## config.mk

```make
export PLATFORM = sky130hd
export DESIGN_NAME = fetch_unit
export DESIGN_NICKNAME = d
export VERILOG_FILES = /design/src/rtl/riscv_pkg.sv /design/src/rtl/pc_next.sv /design/src/rtl/fetch_unit.sv
export SDC_FILE = /design/constraint.sdc
export NUM_CORES = 1
export LEC_CHECK = 0
export ABC_AREA = 1
export CORE_MARGIN = 2
export CORE_UTILIZATION = 40
export CTS_CLUSTER_SIZE = 12
export DETAILED_ROUTE_END_ITERATION = 10
export GPL_ROUTABILITY_DRIVEN = 0
export PLACE_DENSITY_LB_ADDON = 0.12
export SLEW_MARGIN = 25
export SYNTH_ARGS = -nofsm -noshare
export SYNTH_HDL_FRONTEND = slang
export SYNTH_SLANG_ARGS = --single-unit
```

## constraint.sdc

```tcl
create_clock -name clk -period 1.8 [get_ports clk]
set_input_delay 0.27 -clock clk [delete_from_list [all_inputs] [get_ports clk]]
set_output_delay 0.27 -clock clk [all_outputs]
set_load 0.02 [all_outputs]
```

## src/rtl/riscv_pkg.sv

```systemverilog
// Shared RV32 definitions: opcode constants, canonical NOP, fetch FSM encoding.
package riscv_pkg;

  localparam logic [6:0] OP_R      = 7'b0110011;
  localparam logic [6:0] OP_I_ALU  = 7'b0010011;
  localparam logic [6:0] OP_LOAD   = 7'b0000011;
  localparam logic [6:0] OP_STORE  = 7'b0100011;
  localparam logic [6:0] OP_BRANCH = 7'b1100011;
  localparam logic [6:0] OP_JAL    = 7'b1101111;
  localparam logic [6:0] OP_JALR   = 7'b1100111;
  localparam logic [6:0] OP_LUI    = 7'b0110111;
  localparam logic [6:0] OP_AUIPC  = 7'b0010111;

  // addi x0, x0, 0
  localparam logic [31:0] NOP_INSTR = 32'h0000_0013;

  typedef enum logic [2:0] {
    F_IDLE  = 3'd0,
    F_REQ   = 3'd1,
    F_WAIT  = 3'd2,
    F_HOLD  = 3'd3,
    F_FAULT = 3'd4
  } fetch_state_e;

endpackage

```

## src/rtl/pc_next.sv

```systemverilog
// Combinational next-PC select with alignment handling.
// FETCH_MISALIGN_CHECK_EN: pass target through and flag low-bit misalignment;
// otherwise the low two bits are forced to zero and no fault is ever raised.
module pc_next
  import riscv_pkg::*;
(
  input  logic [31:0] pc_i,
  input  logic        pc_src_i,
  input  logic [31:0] pc_target_i,
  output logic [31:0] pc_plus4_o,
  output logic [31:0] next_pc_o,
  output logic        misaligned_o
);

  logic [31:0] sel;

  // Wraps modulo 2^32; no overflow indication.
  assign pc_plus4_o = pc_i + 32'd4;
  assign sel        = pc_src_i ? pc_target_i : pc_plus4_o;

`ifdef FETCH_MISALIGN_CHECK_EN
  assign next_pc_o    = sel;
  assign misaligned_o = (sel[1:0] != 2'b00);
`else
  assign next_pc_o    = sel & ~32'h3;
  assign misaligned_o = 1'b0;
`endif

endmodule

```

## src/rtl/fetch_unit.sv

```systemverilog
// Instruction fetch stage: one outstanding imem request, buffered instruction
// presented to decode with valid/ready, PC+4 or redirect on retire.
// Optional macro FETCH_MISALIGN_CHECK_EN enables the sticky misaligned-target fault.
module fetch_unit
  import riscv_pkg::*;
#(
  parameter logic [31:0] RESET_PC = 32'h0000_0000
) (
  input  logic        clk,
  input  logic        rst_n,
  output logic        imem_req,
  output logic [31:0] imem_addr,
  input  logic        imem_rvalid,
  input  logic [31:0] imem_rdata,
  output logic        instr_valid,
  input  logic        instr_ready,
  output logic [31:0] instr,
  output logic [6:0]  op,
  output logic [31:0] pc,
  output logic [31:0] pc_plus4,
  input  logic        pc_src,
  input  logic [31:0] pc_target,
  output logic        fetch_fault
);

  fetch_state_e state_q, state_d;
  logic [31:0]  pc_q, pc_d;
  logic [31:0]  instr_q, instr_d;
  logic [31:0]  npc;
  logic         npc_misaligned;

  pc_next u_pc_next (
    .pc_i         (pc_q),
    .pc_src_i     (pc_src),
    .pc_target_i  (pc_target),
    .pc_plus4_o   (pc_plus4),
    .next_pc_o    (npc),
    .misaligned_o (npc_misaligned)
  );

  // State, PC and instruction buffer registers.
  always_ff @(posedge clk or negedge rst_n) begin
    if (!rst_n) begin
      state_q <= F_IDLE;
      pc_q    <= RESET_PC;
      instr_q <= NOP_INSTR;
    end else begin
      state_q <= state_d;
      pc_q    <= pc_d;
      instr_q <= instr_d;
    end
  end

  // Next-state logic; rvalid/ready/redirect only matter in their own states.
  always_comb begin
    state_d = state_q;
    pc_d    = pc_q;
    instr_d = instr_q;
    case (state_q)
      F_IDLE: state_d = F_REQ;
      F_REQ:  state_d = F_WAIT;
      F_WAIT: begin
        if (imem_rvalid) begin
          instr_d = imem_rdata;
          state_d = F_HOLD;
        end
      end
      F_HOLD: begin
        if (instr_ready) begin
          pc_d    = npc;
          state_d = npc_misaligned ? F_FAULT : F_REQ;
        end
      end
      F_FAULT: state_d = F_FAULT;
      default: state_d = F_IDLE;
    endcase
  end

  assign imem_req    = (state_q == F_REQ);
  assign imem_addr   = pc_q;
  assign instr_valid = (state_q == F_HOLD);
  assign instr       = instr_q;
  assign op          = instr_q[6:0];
  assign pc          = pc_q;

`ifdef FETCH_MISALIGN_CHECK_EN
  assign fetch_fault = (state_q == F_FAULT);
`else
  assign fetch_fault = 1'b0;
`endif

endmodule

```

Word-level counts from Yosys, hierarchy flattened --
Cells that the tools add are included.
Word-level totals: register bits 65, input bits 69, output and inout port bits 138, word-level logic and storage cells 18
Cells by class: add/subtract/negate cells 1, equal/unequal tests 6, multiplexer cells 4, reduce and logical (&&, ||, !) cells 4
Operator list (count):
- 32-bit by 3-bit adder with 32-bit output (second input constant) | 1
- 32-bit 2-to-1 mux | 1
- 3-bit case mux with 5 select lines | 1
- 3-bit by 2-bit equality test with 1-bit output (second input constant) | 2
- 3-bit 2-to-1 mux | 2
- 2-bit AND reduction | 3
- 3-bit by 1-bit equality test with 1-bit output (second input constant) | 1
- 3-bit equality test (second input constant) | 1
- 3-bit logical NOT | 1
- 2-bit by 1-bit != test with 1-bit output (second input constant) | 1
- 2-bit != test (second input constant) | 1

Logic depth before layout (Yosys ltp) --
word-level depth 3, depth in mapped cells 10, mapped depth without buffers 10

Modules after synthesis --
From an unflattened synthesis, not the netlist that was laid out.
Second synthesis, totals: cells, all modules 616, area total of the unflattened synthesis 4311.6 um^2
By module, submodules not included:
- fetch_unit | times used 1, cells an instance 343, area an instance 3009.1 um^2, seq. area each 1680.4 um^2
- pc_next | times used 1, cells an instance 273, area an instance 1302.5 um^2, seq. area each 0.0 um^2

Least setup slack after synthesis --
Ideal clock, no wire load.
path type reg2out, from reg pc_q[3] (netlist: imem_addr[3]), to out pc_plus4[10], arrival 1504 ps, data required time 1530 ps, path slack 26 ps, stages on the path, launching flop included 6, buffers on the path 0, cell sequence dfrtp_1 -> ha_1 -> nand2_2 -> nor2_4 -> nand2_4 -> xor2_1
On the way: word-level cells in the longest chain between the ends 1
RTL lines:
- from (decl) | line fetch_unit.sv:27 | logic [31:0] pc_q, pc_d;
- from (signal assigned) | line fetch_unit.sv:49 | pc_q <= pc_d;
- 32-bit by 3-bit adder with 32-bit output | line pc_next.sv:18 | assign pc_plus4_o = pc_i + 32'd4;
- to (decl) | line fetch_unit.sv:20 | output logic [31:0] pc_plus4,
Every way passes these cells.

Final worst setup path --
from reg pc_q[2] (netlist: imem_addr[2]), to out pc_plus4[30]
The elaborated chain is that of the path after synthesis.

==> run_results.csv <==
group,metric,value,unit
outcome,outcome,"complete, but fails checks",
outcome,violations,"negative setup slack",
clocking,clk_pin_slew,0.07,ns
critical_path,crit_arrival,1.78,ns
job,maxCapViolCount,0,
timing,hold_viol,0,
min_path,hold_depth,1,
critical_path,r2r_slack,-0.18,ns
final_layout,fin_util,68.9,%
global_routing,grt_overflow_total,0,
route,firstDrtPassIters,4,
yosys,async_flop_share,100,%
place,portBuffers,197,
route,wl_met2,6410,um
critical_path,reg2reg_depth,15,
global_routing,antenna_found_initial,0,
place,place_inst,873,
place,dp_hpwl,9370,um
min_path,hp-start,"state_q[1]",
global_routing,grt_max_degree,66,
route,met3_wirelength,899,um
route,wl_met1,5170,um
critical_path,cp-start-kind,"register",
critical_path,path_cells,"ha_2 > nand2_4 > nor2_4 > nand2_4 > nor2_4 > nand2_2 > nand2_2 > nand2_1 > buf_6",
timing,final-max-slew-violation-count,0,
yosys,synth_edf_count,0,
global_routing,grt_pass1_vias,4160,
floorplanning,die_h,107,um
power,power.switching,5.53,mW
timing,max_freq,488,MHz
final_layout,syn2layout_area_growth,67.2,%
final_layout,drive_gt1_share,30.3,%
floorplanning,initial_core_util,41.2,%
clocking,ctsHtreeMaxLevel,3,
timing,period_needed,2.05,ns
yosys,synth_top_family_by_area,"simple AND/OR/NAND/NOR gates",
yosys,synth_cell_types,37,
floorplanning,coreArea,0.0103,mm^2
route,first_iter_violations,113,
yosys,ys_warn_count,0,
route,via_per_inst,4.56,
power,power_leakage,3.55,nW
yosys,synthFlopType,"dfrtp_1",
clocking,cts_buffers,9,
global_routing,grt_pass1_wl,19600,um
floorplanning,dieWidth,107,um
timing,fin_ws,-0.251,ns
critical_path,cp_slowest_cell,"dfrtp_1",
final_layout,fin_cells,912,
power,cellPowerDensity,1840,mW/mm^2
yosys,syn_avg_cell_area,8.02,um^2
route,drc,0,
power,combinationalPowerShare,66.9,%
yosys,seq_area_frac_synth,38.3,%
final_layout,multi_input_area,0.00223,mm^2
final_layout,register_area,0.00163,mm^2
yosys,synthAdderAreaFrac,0.294,%
critical_path,critPathCaptureType,"output port",
final_layout,nFillCells,856,
clocking,cts.path.max_buffers,2,
yosys,synthTopCellsByCount,"nand2_1 (146), nor2_1 (75), dfrtp_1 (62)",
yosys,yosysMostFrequentCell,"nand2_1",
timing,setup_viol,28,
critical_path,slowest_delay,0.36,ns
critical_path,critPathKind,"register to output port",
min_path,hold_path_end,"state_q[2]",
timing,skew,0.0100,ns
final_layout,final_nets,841,
power,sw_frac_of_total,42.3,%
timing,rsz0062_at_grt,"true",
yosys,synth_xor_area_share,1.24,%
yosys,yosys_register_bits,65,
power,intPower,7.53,mW
floorplanning,die_area,0.0115,mm^2
yosys,synthCells,530,
yosys,synth_top_area_cell,"dfrtp_1",
place,placed_cell_area,0.00649,mm^2
yosys,synth_mux_area_share,11.1,%
yosys,yosys.area_share.simple,29.4,%
power,p_seq_share,21.3,%
route,wl_per_cell,13.8,um
timing,setup_tns,-4.37,ns
floorplanning,num_rows,37,
power,pwr-share-clk,11.8,%
final_layout,diodes,0,
route,vias,4158,
clocking,clock_latency,0.33,ns
route,top_layer_used,"met4",
clocking,cts.sinks,65,
floorplanning,io_pins,207,
global_routing,track_usage,21.4,%
min_path,hp-class,"register to register",
clocking,root_buffer,"clkbuf_8",
clocking,cts_tree,"done",
yosys,synth_compound_area_share,5.65,%
route,drt-total-wl,12600,um
critical_path,cp_max_fo,6,
place,post-place-ws,-0.405,ns
critical_path,regToRegEndpoint,"imem_addr[30]",
yosys,synth_top_area_share,36.5,%
yosys,syn_area,0.00425,mm^2
timing,fin_crit_sh,114,%
power,vdd_drop_max,0.00119,V
critical_path,r2r-start,"imem_addr[2]",
yosys,synth_area_leaders,"dfrtp_1 (36%), nand2_1 (13%), mux2_4 (11%)",
critical_path,worstPathRequired,1.53,ns
route,antenna_left,0,
final_layout,design_area,0.00711,mm^2
==> power by group through the flow <==
stage | Sequential [mW] | Clock [mW] | Combinational [mW]
6_report | 2.78 | 1.54 | 8.73
5_1_grt | 2.88 | 1.64 | 9.33
4_1_cts | 2.78 | 1.58 | 8.65
3_5_place_dp | 2.77 | 0 | 8.44
3_3_place_gp | 2.77 | 0 | 8.33
2_1_floorplan | 3.72 | 0 | 3.74
==> routing by layer <==
metal	vias up	track usage (%)
met5	-	0
met4	0	5.38
met3	11	5.59
met2	141	37.7
met1	1921	25.8
li1	2085	-
==> placed cells by master, fill, tap and decap left out, types with 14 or more instances in the layout <==
cell type	count
mux2_4	30
o21ai_0	19
buf_6	19
nand2_1	131
dlymetal6s2s_1	14
nor2_1	63
nand3_1	24
nand2_2	22
nor2_4	15
dfrtp_1	62
clkdlybuf4s50_1	149
inv_1	39
buf_4	87
==> flip-flops by register name (all words and copies together), names as in the netlist <==
register / cells
instr: 32
state_q: 3
imem_addr: 30
==> stage by stage <==
stage / power [mW] / hold WS [ns]
5_1_grt: 13.8 / 0.473
3_3_place_gp: 11.1 / 0.312
2_1_floorplan: 7.46 / -0.0256
4_1_cts: 13.0 / 0.460
6_report: 13.1 / 0.465
3_5_place_dp: 11.2 / 0.311
==> cell families (layout without fill, tap and decap cells) <==
group,count (synthesis),count (layout)
simple gates,277,277
fa+ha+maj,1,1
mux,32,32
compound gates,44,44
buf+inv,104,344
xor+xnor,6,6
other cells,1,7
flops,65,65
==> how the worst max path moves through the flow <==
stage          slack (ns)            to  cells after the start    startpoint
6_report            -0.25  pc_plus4[30]                      9  imem_addr[2]
5_1_grt             -0.35  pc_plus4[30]                      9  imem_addr[2]
4_1_cts             -0.30  pc_plus4[30]                      9  imem_addr[3]
3_5_place_dp        -0.41  pc_plus4[28]                      8  imem_addr[3]
3_3_place_gp        -0.37  pc_plus4[28]                      8  imem_addr[2]
2_1_floorplan        0.03  pc_plus4[10]                      5  imem_addr[3]
==> worst max-delay path: cells and delay by family (launching register included) <==
kind	cells	cell delay, ns
adder cells (fa/ha/maj)	1	0.21
buffers and inverters	1	0.13
flip-flops	1	0.36
AND/OR/NAND/NOR	7	0.74
==> layout make-up <==
cell class,instances,area share [%]
flip-flops and latches,65,22.9
clock inverters,6,1.62
repair buffers,283,37.4
multi-input cells,367,31.4
well taps,136,2.39
clock buffers,10,1.94
inverters,45,2.38
==> timing repair <==
action | CTS | global route
resized for setup | 174 | 46
pin swaps | 18 | 15
buffers inserted | 18 | 8
hold endpoints to repair | 62 | 0
hold buffers | 1 | 0
setup endpoints to repair | 33 | 45
Power figures use the tool's default switching activity.
